--- src/rtl/peak_dpu_ls_pkg.sv ---
// Shared definitions for the peak_dpu load/store sequencer: op encodings,
// exception causes, FSM state encoding and timeout counter width.
package peak_dpu_ls_pkg;

    typedef enum logic [2:0] {
        OP_LB  = 3'd0,
        OP_LH  = 3'd1,
        OP_LW  = 3'd2,
        OP_LBU = 3'd3,
        OP_LHU = 3'd4,
        OP_SB  = 3'd5,
        OP_SH  = 3'd6,
        OP_SW  = 3'd7
    } ls_op_e;

    localparam logic [1:0] CAUSE_NONE     = 2'd0;
    localparam logic [1:0] CAUSE_MISALIGN = 2'd1;
    localparam logic [1:0] CAUSE_BUS_ERR  = 2'd2;
    localparam logic [1:0] CAUSE_TIMEOUT  = 2'd3;

    typedef enum logic [2:0] {
        ST_IDLE  = 3'd0,
        ST_REQ   = 3'd1,
        ST_WAIT  = 3'd2,
        ST_RESP  = 3'd3,
        ST_EXC   = 3'd4,
        ST_REQ2  = 3'd5,
        ST_WAIT2 = 3'd6
    } ls_state_e;

    localparam int TMO_W = 8;

    // Half accesses need an even address, word accesses a word-aligned one.
    function automatic logic ls_misaligned(input ls_op_e op, input logic [1:0] lo);
        logic mis;
        mis = 1'b0;
        case (op)
            OP_LH, OP_LHU, OP_SH: mis = lo[0];
            OP_LW, OP_SW:         mis = (lo != 2'b00);
            default:              mis = 1'b0;
        endcase
        return mis;
    endfunction

endpackage

--- src/rtl/peak_dpu_ls_align.sv ---
// Lane logic for the load/store sequencer: byte enables, store lane
// replication, load extraction/extension and misalignment flag.
// PEAK_DPU_LS_MISALIGN_SPLIT_EN adds the second-word lanes for split accesses.
module peak_dpu_ls_align
    import peak_dpu_ls_pkg::*;
(
    input  logic [2:0]  op,
    input  logic [1:0]  addr_lo,
    input  logic [31:0] wdata,
    input  logic [31:0] rdata,
`ifdef PEAK_DPU_LS_MISALIGN_SPLIT_EN
    input  logic [31:0] rdata_hi,
    output logic [3:0]  be_hi,
    output logic [31:0] wdata_hi,
`endif
    output logic [3:0]  be,
    output logic [31:0] st_data,
    output logic [31:0] ld_data,
    output logic        misaligned
);

    ls_op_e      op_e;
    logic [3:0]  base;
    logic [31:0] rep;
    logic [31:0] rsh;

    assign op_e       = ls_op_e'(op);
    assign misaligned = ls_misaligned(op_e, addr_lo);

    // Access size mask and replicated store data.
    always_comb begin
        base = 4'hF;
        rep  = wdata;
        case (op_e)
            OP_LB, OP_LBU, OP_SB: begin
                base = 4'b0001;
                rep  = {4{wdata[7:0]}};
            end
            OP_LH, OP_LHU, OP_SH: begin
                base = 4'b0011;
                rep  = {2{wdata[15:0]}};
            end
            default: ;
        endcase
    end

`ifdef PEAK_DPU_LS_MISALIGN_SPLIT_EN
    logic [7:0]  be8;
    logic [63:0] wd64;
    logic [63:0] rd64;

    // Lanes past byte 3 spill into the next word.
    assign be8      = {4'b0000, base} << addr_lo;
    assign be       = be8[3:0];
    assign be_hi    = be8[7:4];
    assign wd64     = {32'b0, wdata} << {addr_lo, 3'b000};
    assign st_data  = misaligned ? wd64[31:0] : rep;
    assign wdata_hi = wd64[63:32];
    assign rd64     = {rdata_hi, rdata};
    assign rsh      = 32'(rd64 >> {addr_lo, 3'b000});
`else
    assign be      = base << addr_lo;
    assign st_data = rep;
    assign rsh     = rdata >> {addr_lo, 3'b000};
`endif

    // Extract the addressed lane and extend it.
    always_comb begin
        ld_data = rsh;
        case (op_e)
            OP_LB:   ld_data = {{24{rsh[7]}}, rsh[7:0]};
            OP_LBU:  ld_data = {24'b0, rsh[7:0]};
            OP_LH:   ld_data = {{16{rsh[15]}}, rsh[15:0]};
            OP_LHU:  ld_data = {16'b0, rsh[15:0]};
            default: ld_data = rsh;
        endcase
    end

endmodule

--- src/rtl/peak_dpu_ls_ctrl.sv ---
// Load/store sequencer between issue and the single-port data bus.
// Optional: PEAK_DPU_LS_MISALIGN_SPLIT_EN splits misaligned ops into two
// word accesses instead of raising a misaligned exception.
//
// state | meaning
// IDLE  | ready for a new op
// REQ   | bus request held until grant
// WAIT  | granted, waiting for response
// RESP  | one-cycle retire, load writeback
// EXC   | one-cycle exception retire
// REQ2  | second-word request (split build only)
// WAIT2 | second-word response (split build only)
module peak_dpu_ls_ctrl
    import peak_dpu_ls_pkg::*;
#(
    parameter int TIMEOUT_CYC    = 255,
    parameter int RESET_PC_ALIGN = 2
) (
    input  logic        clk,
    input  logic        rst_n,
    input  logic        ls_req_vld,
    output logic        ls_req_rdy,
    input  logic [2:0]  ls_op,
    input  logic [31:0] ls_addr,
    input  logic [31:0] ls_wdata,
    input  logic [4:0]  ls_rd_addr,
    output logic        dbus_req,
    output logic [31:0] dbus_addr,
    output logic        dbus_we,
    output logic [3:0]  dbus_be,
    output logic [31:0] dbus_wdata,
    input  logic        dbus_gnt,
    input  logic        dbus_rvld,
    input  logic [31:0] dbus_rdata,
    input  logic        dbus_err,
    output logic        wb_vld,
    output logic [4:0]  wb_addr,
    output logic [31:0] wb_data,
    output logic        ls_done,
    output logic        ls_exc_vld,
    output logic [1:0]  ls_exc_cause
);

    localparam logic [TMO_W-1:0] TMO_LAST  = TMO_W'(TIMEOUT_CYC - 1);
    localparam logic [31:0]      ADDR_MASK = ~((32'd1 << RESET_PC_ALIGN) - 32'd1);

    ls_state_e         state_q, state_d;
    logic [2:0]        op_q;
    logic [1:0]        addr_lo_q;
    logic [31:0]       wdata_q;
    logic [4:0]        rd_q;
    logic [31:0]       dbus_addr_q;
    logic [31:0]       rdata_q;
    logic [TMO_W-1:0]  cnt_q, cnt_d;
    logic [1:0]        cause_q, cause_d;
    logic              tmo_hit, is_load, is_store, accept;
    logic [2:0]        op_sel;
    logic [1:0]        lo_sel;
    logic [3:0]        al_be, bus_be;
    logic [31:0]       al_st_data, al_ld_data, bus_wd;
    logic              al_mis;

    assign accept   = ls_req_vld & ls_req_rdy;
    assign is_load  = (op_q <= 3'd4);
    assign is_store = (op_q >= 3'd5);
    assign tmo_hit  = (cnt_q >= TMO_LAST);
    // In IDLE the lane logic looks at the incoming op to decide misalignment.
    assign op_sel   = (state_q == ST_IDLE) ? ls_op : op_q;
    assign lo_sel   = (state_q == ST_IDLE) ? ls_addr[1:0] : addr_lo_q;

`ifdef PEAK_DPU_LS_MISALIGN_SPLIT_EN
    logic [31:0] rdata_hi_q;
    logic [3:0]  al_be_hi;
    logic [31:0] al_wdata_hi;
    logic        need_second;

    assign need_second = al_mis & (al_be_hi != 4'b0000);
    assign bus_be      = (state_q == ST_REQ2) ? al_be_hi : al_be;
    assign bus_wd      = (state_q == ST_REQ2) ? al_wdata_hi : al_st_data;
`else
    assign bus_be      = al_be;
    assign bus_wd      = al_st_data;
`endif

    peak_dpu_ls_align u_align (
        .op         (op_sel),
        .addr_lo    (lo_sel),
        .wdata      (wdata_q),
        .rdata      (rdata_q),
`ifdef PEAK_DPU_LS_MISALIGN_SPLIT_EN
        .rdata_hi   (rdata_hi_q),
        .be_hi      (al_be_hi),
        .wdata_hi   (al_wdata_hi),
`endif
        .be         (al_be),
        .st_data    (al_st_data),
        .ld_data    (al_ld_data),
        .misaligned (al_mis)
    );

    // State register.
    always_ff @(posedge clk or negedge rst_n) begin
        if (!rst_n) state_q <= ST_IDLE;
        else        state_q <= state_d;
    end

    // Next state, timeout counter and control outputs.
    always_comb begin
        state_d    = state_q;
        cause_d    = cause_q;
        cnt_d      = '0;
        ls_req_rdy = 1'b0;
        dbus_req   = 1'b0;
        ls_done    = 1'b0;
        ls_exc_vld = 1'b0;
        wb_vld     = 1'b0;
        case (state_q)
            ST_IDLE: begin
                ls_req_rdy = 1'b1;
                cause_d    = CAUSE_NONE;
                if (ls_req_vld) begin
`ifdef PEAK_DPU_LS_MISALIGN_SPLIT_EN
                    state_d = ST_REQ;
`else
                    if (al_mis) begin
                        state_d = ST_EXC;
                        cause_d = CAUSE_MISALIGN;
                    end else begin
                        state_d = ST_REQ;
                    end
`endif
                end
            end
            ST_REQ: begin
                dbus_req = 1'b1;
                cnt_d    = cnt_q + TMO_W'(1);
                if (dbus_gnt) state_d = ST_WAIT;
                else if (tmo_hit) begin
                    state_d = ST_EXC;
                    cause_d = CAUSE_TIMEOUT;
                end
            end
            ST_WAIT: begin
                cnt_d = cnt_q + TMO_W'(1);
                if (dbus_rvld && dbus_err) begin
                    state_d = ST_EXC;
                    cause_d = CAUSE_BUS_ERR;
                end else if (dbus_rvld) begin
`ifdef PEAK_DPU_LS_MISALIGN_SPLIT_EN
                    if (need_second) begin
                        state_d = ST_REQ2;
                        cnt_d   = '0;
                    end else begin
                        state_d = ST_RESP;
                    end
`else
                    state_d = ST_RESP;
`endif
                end else if (tmo_hit) begin
                    state_d = ST_EXC;
                    cause_d = CAUSE_TIMEOUT;
                end
            end
`ifdef PEAK_DPU_LS_MISALIGN_SPLIT_EN
            ST_REQ2: begin
                dbus_req = 1'b1;
                cnt_d    = cnt_q + TMO_W'(1);
                if (dbus_gnt) state_d = ST_WAIT2;
                else if (tmo_hit) begin
                    state_d = ST_EXC;
                    cause_d = CAUSE_TIMEOUT;
                end
            end
            ST_WAIT2: begin
                cnt_d = cnt_q + TMO_W'(1);
                if (dbus_rvld && dbus_err) begin
                    state_d = ST_EXC;
                    cause_d = CAUSE_BUS_ERR;
                end else if (dbus_rvld) begin
                    state_d = ST_RESP;
                end else if (tmo_hit) begin
                    state_d = ST_EXC;
                    cause_d = CAUSE_TIMEOUT;
                end
            end
`endif
            ST_RESP: begin
                ls_done = 1'b1;
                wb_vld  = is_load & (rd_q != 5'd0);
                state_d = ST_IDLE;
            end
            ST_EXC: begin
                ls_done    = 1'b1;
                ls_exc_vld = 1'b1;
                state_d    = ST_IDLE;
            end
            default: state_d = ST_IDLE;
        endcase
    end

    // Op capture, response data, cause and timeout counter registers.
    always_ff @(posedge clk or negedge rst_n) begin
        if (!rst_n) begin
            op_q        <= '0;
            addr_lo_q   <= '0;
            wdata_q     <= '0;
            rd_q        <= '0;
            dbus_addr_q <= '0;
            rdata_q     <= '0;
            cnt_q       <= '0;
            cause_q     <= CAUSE_NONE;
`ifdef PEAK_DPU_LS_MISALIGN_SPLIT_EN
            rdata_hi_q  <= '0;
`endif
        end else begin
            cnt_q   <= cnt_d;
            cause_q <= cause_d;
            if (accept) begin
                op_q        <= ls_op;
                addr_lo_q   <= ls_addr[1:0];
                wdata_q     <= ls_wdata;
                rd_q        <= ls_rd_addr;
                dbus_addr_q <= ls_addr & ADDR_MASK;
            end
            if (state_q == ST_WAIT && dbus_rvld && !dbus_err) rdata_q <= dbus_rdata;
`ifdef PEAK_DPU_LS_MISALIGN_SPLIT_EN
            if (state_q == ST_WAIT2 && dbus_rvld && !dbus_err) rdata_hi_q <= dbus_rdata;
            if (state_q == ST_WAIT && state_d == ST_REQ2) dbus_addr_q <= dbus_addr_q + 32'd4;
`endif
        end
    end

    assign dbus_addr    = dbus_addr_q;
    assign dbus_we      = dbus_req & is_store;
    assign dbus_be      = dbus_req ? bus_be : 4'b0000;
    assign dbus_wdata   = dbus_req ? bus_wd : 32'd0;
    assign wb_addr      = wb_vld ? rd_q : 5'd0;
    assign wb_data      = wb_vld ? al_ld_data : 32'd0;
    assign ls_exc_cause = ls_exc_vld ? cause_q : CAUSE_NONE;

endmodule

--- config.mk ---
export PLATFORM = sky130hd
export DESIGN_NAME = peak_dpu_ls_ctrl
export DESIGN_NICKNAME = d
export VERILOG_FILES = /design/src/rtl/peak_dpu_ls_pkg.sv /design/src/rtl/peak_dpu_ls_align.sv /design/src/rtl/peak_dpu_ls_ctrl.sv
export SDC_FILE = /design/constraint.sdc
export NUM_CORES = 1
export LEC_CHECK = 0
export CORE_MARGIN = 2
export CORE_UTILIZATION = 42
export CTS_BUF_LIST = sky130_fd_sc_hd__clkbuf_4 sky130_fd_sc_hd__clkbuf_8 sky130_fd_sc_hd__clkbuf_16
export DETAILED_ROUTE_END_ITERATION = 6
export PLACE_DENSITY = 0.78
export SLEW_MARGIN = 10
export SYNTH_ARGS = -nofsm -noshare
export SYNTH_HDL_FRONTEND = slang
export SYNTH_HIERARCHICAL = 1
export SYNTH_SLANG_ARGS = --single-unit
--- constraint.sdc ---
create_clock -name clk -period 2.6 [get_ports clk]
set_input_delay 0.26 -clock clk [delete_from_list [all_inputs] [get_ports clk]]
set_output_delay 0.26 -clock clk [all_outputs]
set_load 0.02 [all_outputs]
-- Word-level counts from Yosys, hierarchy flattened
Cells that the tools add are included.
- shift operators: 2
- bitwise logic cells: 3
- reduce and logical (&&, ||, !) cells: 15
- multiplexer cells: 31
- equality and inequality tests: 14
- $lt $le $gt $ge: 3
- add/sub/neg operators: 1
- operators with widths (operator ; number):
    32-bit case mux with 4 select lines ; 1
    32-bit two-way mux ; 2
    32-bit case mux with 2 select lines ; 1
    32-bit by 5-bit right shift with 32-bit output ; 1
    3-bit two-way mux ; 7
    3-bit equality test, second input constant ; 5
    3-bit by 2-bit equality test with 1-bit output, second input constant ; 4
    2-bit two-way mux ; 6
    3-bit case mux with 3 select lines ; 1
    8-bit by 1-bit adder with 8-bit output, second input constant ; 1
    8-bit greater-or-equal comparator, second input constant ; 1
    8-bit two-way mux ; 1
    4-bit case mux with 2 select lines ; 1
    1-bit two-way mux ; 7
    3-bit by 1-bit equality test with 1-bit output, second input constant ; 2
    3-bit zero test ; 2
    2-bit case mux with 3 select lines ; 1
    2-bit OR reduction ; 3
    3-bit OR reduction ; 2
    5-bit two-way mux ; 1
    5-bit nonzero test ; 1
    4-bit two-way mux ; 1
    2-bit != test, second input constant ; 2
    4-bit by 2-bit left shift with 4-bit output ; 1
    10 further kinds ; 14
- input port bits: 110
- word-level logic and storage cells: 78
- bits in registers: 117

-- Longest topological paths before layout
Gate-level depths: netlist of run 1.
- depth in word-level cells: 8
- mapped depth: 13
- depth with buffers taken out: 10

-- Cells and area by module
The synthesis of run 1 kept the hierarchy.
- modules (own cells, without submodules) (module ; cells each ; instances ; area each (sq um)):
    peak_dpu_ls_ctrl ; 398 ; 1 ; 5286.3
    peak_dpu_ls_align ; 180 ; 1 ; 1332.5

-- Least setup slack after synthesis of run 1
OpenSTA, ideal clock, no wires.
- kind: reg-to-output
- from: register state_q[2]
- to: output port wb_data[23]
- stages on the path, launching flop included: 8
- arrival time: 2.508 ns
- slack: -0.168 ns
- cell sequence: dfrtp_1 nor3_4 mux2_2 nand2b_1 a311o_1 a311o_2 o21ai_0 and2_1
- longest elaborated chain between the ends: 5
- ends and longest elaborated chain (what ; RTL line ; text):
    from (decl) ; peak_dpu_ls_ctrl.sv:47 ; ls_state_e state_q, state_d;
    from (signal assigned) ; peak_dpu_ls_ctrl.sv:104 ; else state_q <= state_d;
    3-bit zero test ; peak_dpu_ls_ctrl.sv:69 ; assign lo_sel = (state_q == ST_IDLE) ? ls_addr[1:0] : addr_lo_q;
    2-bit two-way mux ; peak_dpu_ls_ctrl.sv:69 ;
    net lo_sel[0] ; peak_dpu_ls_ctrl.sv:58 ; logic [1:0] lo_sel;
    32-bit by 5-bit right shift with 32-bit output ; peak_dpu_ls_align.sv:64 ; assign rsh = rdata >> {addr_lo, 3'b000};
    32-bit case mux with 4 select lines ; peak_dpu_ls_align.sv:70 ; case (op_e)
    net al_ld_data[23] ; peak_dpu_ls_ctrl.sv:60 ; logic [31:0] al_st_data, al_ld_data, bus_wd;
    32-bit two-way mux ; peak_dpu_ls_ctrl.sv:238 ; assign wb_data = wb_vld ? al_ld_data : 32'd0;
    to (decl) ; peak_dpu_ls_ctrl.sv:38 ; output logic [31:0] wb_data,
The timed path passes the listed nets, and every way through them passes these cells.

-- Worst setup path after layout of run 1
- from: register state_q[2]
- to: output port wb_data[18]
The elaborated chain is that of the path after synthesis.

==> reports/metrics.yaml, run 1 <==
route:
  wl_per_cell_microns: 18.6
  routed_wl_mm: 19.9
  drt_iter0_markers: 353
  via_per_inst: 5.26
  firstDrtPassIters: 4
  num_vias: 5630
  ant_nets: 0
  drc: 0
pwr:
  vdd_ir_drop_max_mv: 0.693
  p_leak_uw: 0.00485
  power_uw: 15800
  power_density_nw_per_um2: 1470
floorplanning:
  die_area_sq_um: 16800
  die_h_microns: 130
  core-area_sq_um: 15300
  fp-row-count: 45
  ios: 223
  die_x_microns: 130
  initial_core_util_pct: 43.2
placement:
  gp_congestion: 0.905
  dp_hpwl_mm: 13.2
  dpl_worst_slack_ps: -575
  place_area_sq_um: 9180
  io_buffers: 220
flow_run:
  drv_cap: 0
worst_setup_path:
  start_kind: "flop"
  worstReg2RegStart: "state_q[2]"
  worstSetupPathType: "reg -> out"
  ff2ff_setup_slack_ps: 10
  crit_fanout: 6
  required_ps: 2340
  critPathArrivalTime_ps: 2890
  end_kind: "output port"
  startpoint: "state_q[2]"
  r2r_end: "state_q[2]"
  worstRegToRegCells: 14
layout:
  drive_gt1_share_pct: 33.7
  finalInstanceArea_sq_um: 10700
  layout.nets: 959
  area_growth_pct: 61.9
  diodes: 0
global_routing:
  grt_usage_pct: 23.4
  grt_pass1_wl_mm: 30.8
  grt_pass1_vias: 6109
  overflow: 0
  grt_max_degree: 73
  grt_antenna_before_repair: 0
timing:
  tightest_slew_ps: 710
  min_period_ps: 3150
  rsz0062_at_grt: "true"
  finalWorstSetupSlack_ps: -546
  setup_viol: 58
  drv_slew: 0
  hold_slack_ps: 436
  finalCritPeriodShare_pct: 121
  hold_violations: 0
  slew_headroom_pct: 52.7
  fin_skew_ps: 8.50
  fmax_ghz: 0.318
synth:
  synth_top_cell_by_area: "dfrtp_1"
  syn_inst: 578
  synth_seq_cells: 117
  async_reset_ff_share_pct: 100
  synthTopCellsByArea: "dfrtp_1, mux2_1, and2_1"
  ys_seq_area_share_pct: 44.2
  synth_edf_count: 0
  syn_avg_cell_area_sq_um: 11.5
  synth.distinct_cells: 59
  yosysMostFrequentCell: "dfrtp_1"
  synth_area_sq_um: 6620
  yosys_warnings: 6
  synth_ff_type: "dfrtp_1"
  synth_top_cell_area_share_pct: 44.2
  yosys-top-cells-count: "dfrtp_1, mux2_1, and2_1"
cts:
  root_buffer: "clkbuf_16"
  clk_transition_reported_paths_ps: 50
  cts_num_sinks: 117
  cts-root-to-sink-buffers: 2
  cts_tree: "yes"
  cts_htree_levels: 4
  cts_buffers: 17
  clock_latency_ps: 420
run_status:
  status: "finished with violations"
  violations: "setup timing"
min_path:
  min_path_type: "in -> async"
## final cells by class
cell class / instances / area, sq um
fill: 1051 / 4600
timing repair buffer: 296 / 3050
multi-input combinational: 410 / 3820
inverter: 5 / 18.8
tap: 211 / 264
sequential: 117 / 2930
clock inverter: 14 / 201
clock buffer: 18 / 433
## cells in the final DEF, fill, tap and decap left out, drive strengths merged, types with 3 or more instances in the layout
| cell type | instances |
|---|---|
| clkbuf | 19 |
| a221o | 8 |
| nor2 | 27 |
| o21bai | 3 |
| inv | 7 |
| o2bb2ai | 7 |
| xor2 | 6 |
| mux2i | 28 |
| nor2b | 12 |
| clkdlybuf4s50 | 148 |
| and2 | 75 |
| nor3 | 4 |
| o21ai | 19 |
| nand2 | 16 |
| nand2b | 4 |
| clkinv | 6 |
| a21o | 10 |
| buf | 134 |
| dfrtp | 117 |
| and3 | 3 |
| a211oi | 7 |
| or2 | 3 |
| nand3 | 4 |
| a21oi | 16 |
| mux2 | 125 |
| bufinv | 4 |
| dlygate4sd2 | 9 |
## layer usage
layer,track usage (%),share of wire (%),vias to the layer above
li1,-,-,2575
met2,40.5,50,262
met4,8.29,2.8,0
met5,0,0,-
met1,27.0,39,2747
met3,8.22,8.4,46
## critical path: stages (launching register included)
cell	delay, ps
dfrtp_1	400
nor3_4	190
buf_6	150
mux2_4	330
nand2b_4	150
a311o_1	360
a311o_2	410
buf_6	170
o21ai_2	50
and2_4	160
buf_6	110
## worst max-delay path by stage
stage / endpoint / cells after the start
2_1_floorplan: wb_data[24] / 8
3_3_place_gp: wb_data[8] / 9
3_5_place_dp: dbus_wdata[15] / 8
4_1_cts: wb_data[18] / 10
5_1_grt: wb_data[18] / 10
6_report: wb_data[18] / 10
## flip-flops by register name, indices dropped and copies added, names as in the netlist
signal	count
rdata_q	32
wdata_q	32
dbus_addr	30
cnt_q	8
rd_q	5
op_q	3
state_q	3
addr_lo_q	2
cause_q	2
## logic make-up after synthesis
group | after synthesis | synth area share (%)
multiplexers | 154 | 25.8
other | 1 | 0.0567
XOR/XNOR | 8 | 1.17
buffers and inverters | 53 | 5.31
AND/OR/NAND/NOR | 157 | 13.6
flip-flops | 117 | 44.2
AO/OA/AOI/OAI | 86 | 9.36
adder cells (fa/ha/maj) | 2 | 0.378
## power breakdown
| group | internal [uW] | switching (uW) | total, uW |
|---|---|---|---|
| Combinational | 5340 | 4530 | 9870 |
| Clock | 1620 | 887 | 2510 |
| Sequential | 2690 | 732 | 3420 |
## what timing repair did
item | CTS | global route
pin swaps | 15 | 11
setup endpoints to repair | 69 | 67
endpoints found under the hold margin | 50 | 0
gates cloned | 3 | 1
setup buffers | 25 | 10
hold buffers | 1 | 0
gates resized for setup | 406 | 84
## metrics by stage
| stage | setup TNS, ps | util [%] | std cells |
|---|---|---|---|
| finish | -22300 | 70.0 | 1071 |
| global route | -28980 | 70.0 | 1071 |
| CTS | -22270 | 68.2 | 1061 |
| detailed placement | -27460 | 59.9 | 1000 |
| global placement | -25060 | 59.9 | 1000 |
| floorplan | -3520 | - | 579 |
No activity file was read; power rests on OpenSTA's default activity.
==> run 2: changes to the inputs <==
Settings changed: SETUP_SLACK_MARGIN set to 0.4.
==> reports/metrics.yaml, run 2 (synthesized netlist as in run 1, its figures left out) <==
min_path:
  min_path_type: "in -> async"
timing:
  setup_viol: 61
  tightest_slew_ps: 518
  hold_violations: 0
  fin_skew_ps: 7.23
  slew_headroom_pct: 64.6
  finalWorstSetupSlack_ps: -590
  fmax_ghz: 0.313
  rsz0062_at_grt: "true"
  drv_slew: 0
  finalCritPeriodShare_pct: 123
  min_period_ps: 3190
global_routing:
  grt_antenna_before_repair: 2
  grt_use_met3_pct: 7.64
  grt_pass1_vias: 6117
  busiest_layer: "met2"
  grtUsageMet1_pct: 28.0
  grt_usage_pct: 24.9
  use_met2_pct: 44.3
  overflow: 0
  grt_pass1_wl_mm: 32.1
  grt_max_degree: 48
pwr:
  p_leak_uw: 0.00501
  power_density_nw_per_um2: 1530
  vdd_ir_drop_max_mv: 0.743
  power_uw: 17200
route:
  drt_iter0_markers: 355
  wl_per_cell_microns: 20.8
  num_vias: 5943
  routed_wl_mm: 22.6
  drc: 0
  ant_nets: 0
  via_per_inst: 5.45
  firstDrtPassIters: 5
placement:
  io_buffers: 220
  placed_cells: 1007
  gp_congestion: 0.895
  dp_hpwl_mm: 13.6
  dpl_worst_slack_ps: -558
worst_setup_path:
  end_kind: "output port"
  worstSetupPathType: "reg -> out"
  start_kind: "flop"
  cp_cell_sequence: "nor3_4, buf_12, mux2_4, buf_6, buf_12, mux2i_4, a311o_2, o21ai_1, and2_4, buf_6"
  crit_fanout: 8
  max_stage_delay_ps: 500
  crit_buf_inv: 4
  required_ps: 2340
  crit_family: "compound AO/OA/AOI/OAI gates"
  critPathArrivalTime_ps: 2930
  critPathSlowestCell: "a311o_2"
floorplanning:
  die_x_microns: 130
  die_area_sq_um: 16800
  initial_core_util_pct: 43.2
  ios: 223
  die_h_microns: 130
  core-area_sq_um: 15300
  fp-row-count: 45
cts:
  cts_num_sinks: 117
  root_buffer: "clkbuf_16"
  clock_latency_ps: 420
  cts_tree: "yes"
  cts-root-to-sink-buffers: 2
  clk_transition_reported_paths_ps: 60
  cts_htree_levels: 4
  cts_buffers: 17
layout:
  drive_gt1_share_pct: 41.7
  final_cell_mix: "clkdlybuf4s50_1, dfrtp_1, mux2_1"
  instances_no_fill: 1090
  area_growth_pct: 69.6
  nFillCells: 965
  final_common_cell: "clkdlybuf4s50_1"
  layout.nets: 976
flow_run:
  drv_cap: 0
run_status:
  violations: "setup timing"
  status: "finished with violations"
run 2: what timing repair did:
action | CTS | global route
setup endpoints to repair | 84 | 78
cloned | 4 | 1
hold endpoints to repair | 33 | 0
pin swaps | 20 | 18
buffers inserted | 32 | 11
gates resized for setup | 514 | 139
hold buffers | 1 | 0
run 2: through the flow:
| step | area, sq um | utilization [%] | hold slack (ps) | TNS [ps] |
|---|---|---|---|---|
| finish | 11200 | 73.3 | 362 | -25600 |
| CTS | 10700 | 70.0 | 360 | -21970 |
| global route | 11200 | 73.3 | 391 | -29940 |
| global placement | 9250 | 60.4 | 249 | -24790 |
| floorplan | 6770 | - | -35.6 | -3570 |
| detailed placement | 9250 | 60.4 | 253 | -28200 |
run 2: path summary, 6_finish.rpt:
| kind | endpoint | depth (start not counted) | slack, ps | start |
|---|---|---|---|---|
| worst max-delay path | wb_data[20] | 10 | -590 | state_q[2] |
| worst max register to register | state_q[0] | 15 | -100 | state_q[2] |
| worst min register to register | dbus_addr[16] | 1 | 480 | dbus_addr[16] |
| min in group clk | rdata_q[16] | 2 | 440 | dbus_rdata[16] |
| max in group asynchronous | rd_q[4] | 3 | 1370 | rst_n |
| worst min-delay path | wdata_q[13] | 2 | 360 | rst_n |
run 2: where the power goes:
group          internal [uW]  switching (uW)  total [uW]
Combinational           5890            5060       11000
Sequential              2690             825        3510
Clock                   1830             861        2690
run 2: layout make-up:
type	instances	area, sq um	share of cell area (%)
multi-input combinational	410	4050	36.1
clock inverter	13	228	2.03
inverter	5	18.8	0.167
timing repair buffer	313	3280	29.2
clock buffer	19	447	3.98
antenna	2	5.00	0.0446
tap	211	264	2.35
sequential	117	2930	26.1
run 2: worst register-to-register path, stage by stage (launching register included):
cell	delay, ps
dfrtp_1	400
nor3_4	230
buf_12	150
mux2_4	350
buf_12	150
nand2b_4	150
buf_6	120
o211ai_1	100
o21a_1	220
buf_4	130
buf_6	90
nor2_4	30
or2_1	210
a21oi_2	140
a31oi_1	60
nor2_1	120
run 2: routing by layer:
| layer | routed length [microns] | up-vias |
|---|---|---|
| li1 | - | 2623 |
| met1 | 8320 | 2950 |
| met2 | 11800 | 307 |
| met3 | 1780 | 63 |
| met4 | 769 | 0 |
| met5 | 0 | - |
==> run 3: changes to the inputs <==
Settings changed: CORE_ASPECT_RATIO set to 0.8.
==> reports/metrics.yaml, run 3 (synthesized netlist as in run 1, its figures left out) <==
placement:
  place_area_sq_um: 9210
  dp_hpwl_mm: 13.3
  io_buffers: 220
  gp_congestion: 0.870
  placed_cells: 1005
route:
  drc: 0
  firstDrtPassIters: 4
  num_vias: 5816
  drt_iter0_markers: 366
  ant_nets: 0
  via_per_inst: 5.31
  wl_per_cell_microns: 19.1
  routed_wl_mm: 20.9
layout:
  diodes: 0
  instances_no_fill: 1096
  final_common_cell: "clkdlybuf4s50_1"
  layout.nets: 980
  final_core_util_pct: 70.8
  finalInstanceArea_sq_um: 11000
  final_cell_mix: "clkdlybuf4s50_1, dfrtp_1, buf_6"
  drive_gt1_share_pct: 39.2
  area_growth_pct: 66.8
worst_setup_path:
  cp_cell_sequence: "nor3_4, buf_6, mux2_4, nand2b_4, a311o_1, a311o_2, o21ai_1, and2_4, buf_6"
  crit_top_cell: "buf_6"
  worstSetupPathType: "reg -> out"
  max_stage_delay_ps: 450
  required_ps: 2340
  crit_buf_inv: 2
  critPathSlowestCell: "a311o_2"
  start_kind: "flop"
  ff2ff_setup_slack_ps: -120
  crit_fanout: 8
  critPathArrivalTime_ps: 2860
  crit_family: "compound AO/OA/AOI/OAI gates"
  end_kind: "output port"
pwr:
  p_sw_share_pct: 38.8
  intPower_uw: 9950
  power_density_nw_per_um2: 1470
  switchingPower_uw: 6300
  p_seq_share_pct: 21.1
  p_clk_share_pct: 16.2
  vdd_ir_drop_max_mv: 0.680
  p_leak_uw: 0.00498
  p_comb_share_pct: 62.7
global_routing:
  grt_pass1_vias: 5909
  overflow: 0
  grt_usage_pct: 24.6
  grt_pass1_wl_mm: 31.4
  grt_max_degree: 51
  grt_antenna_before_repair: 0
floorplanning:
  core-area_sq_um: 15600
  fp-row-count: 41
  ios: 223
  die_area_sq_um: 16800
  initial_core_util_pct: 42.4
  die_h_microns: 116
  die_x_microns: 144
cts:
  cts_tree: "yes"
  cts_htree_levels: 4
  clk_transition_reported_paths_ps: 60
  clock_latency_ps: 420
  cts-root-to-sink-buffers: 2
  cts_num_sinks: 117
  root_buffer: "clkbuf_16"
  cts_buffers: 17
timing:
  slew_headroom_pct: 53.7
  tightest_slew_ps: 694
  hold_violations: 0
  drv_slew: 0
  fin_skew_ps: 6.23
  setup_viol: 70
  finalCritPeriodShare_pct: 120
  fmax_ghz: 0.320
  finalWorstSetupSlack_ps: -523
  rsz0062_at_grt: "true"
  min_period_ps: 3120
flow_run:
  drv_cap: 0
run_status:
  violations: "setup timing"
  status: "finished with violations"
min_path:
  min_path_type: "in -> async"
-- run 3: cell count changes in the layout (fill, tap and decap cells not counted), moves of 6 or more --
cell,before,now
buf_4,52,40
clkdlybuf4s15_2,1,8
nand2_1,7,13
mux2i_1,15,23
nand2_2,8,1
a21oi_2,7,1
o21ai_1,12,6
a21oi_1,9,15
buf_6,97,104
clkbuf_2,1,7
mux2i_4,9,1
-- run 3: layer usage --
layer	global-route usage (%)	wire length [microns]	vias up
met3	7.67	1570	42
met4	8.67	529	0
met5	0	0	-
met2	41.0	10500	268
li1	-	-	2623
met1	30.6	8310	2883
-- run 3: path summary, 6_finish.rpt --
check | cells after the start | to | startpoint
worst max-delay path | 9 | wb_data[22] | state_q[1]
worst min-delay path | 2 | rdata_q[18] | rst_n
worst max register to register | 15 | state_q[0] | state_q[1]
worst min register to register | 1 | rdata_q[3] | rdata_q[3]
max in group asynchronous | 3 | dbus_addr[3] | rst_n
min in group clk | 2 | dbus_addr[8] | ls_addr[8]
-- run 3: through the flow --
| step | setup TNS, ps | worst slack, ps | hold slack [ps] | power, uW |
|---|---|---|---|---|
| final | -23820 | -523 | 433 | 16200 |
| after global routing | -32160 | -625 | 418 | 17100 |
| after CTS | -25060 | -597 | 419 | 14700 |
| after detailed placement | -26530 | -613 | 348 | 10700 |
| after global placement | -23370 | -505 | 337 | 10400 |
| after floorplan | -3570 | -133 | -35.6 | 8190 |
-- run 3: final cells by class --
type	instances	area, sq um
Clock buffer	18	439
Multi-Input combinational cell	410	3860
Inverter	5	25.0
Fill cell	1108	4560
Tap cell	215	269
Sequential cell	117	2930
Timing Repair Buffer	317	3290
Clock inverter	14	221
-- run 3: repair_timing --
item,CTS,global route
endpoints found under the hold margin,47,0
gates cloned,3,0
pin swaps,17,23
resized for setup,441,161
endpoints found under the setup margin,83,104
buffers inserted,34,21
hold buffers,1,0
-- run 3: power by group through the flow --
stage / logic [uW] / registers (uW) / clock network, uW
after global routing: 10800 / 3540 / 2780
after global placement: 7120 / 3290 / 0
after detailed placement: 7310 / 3360 / 0
final: 10200 / 3430 / 2640
after floorplan: 4750 / 3450 / 0
after CTS: 8680 / 3370 / 2690
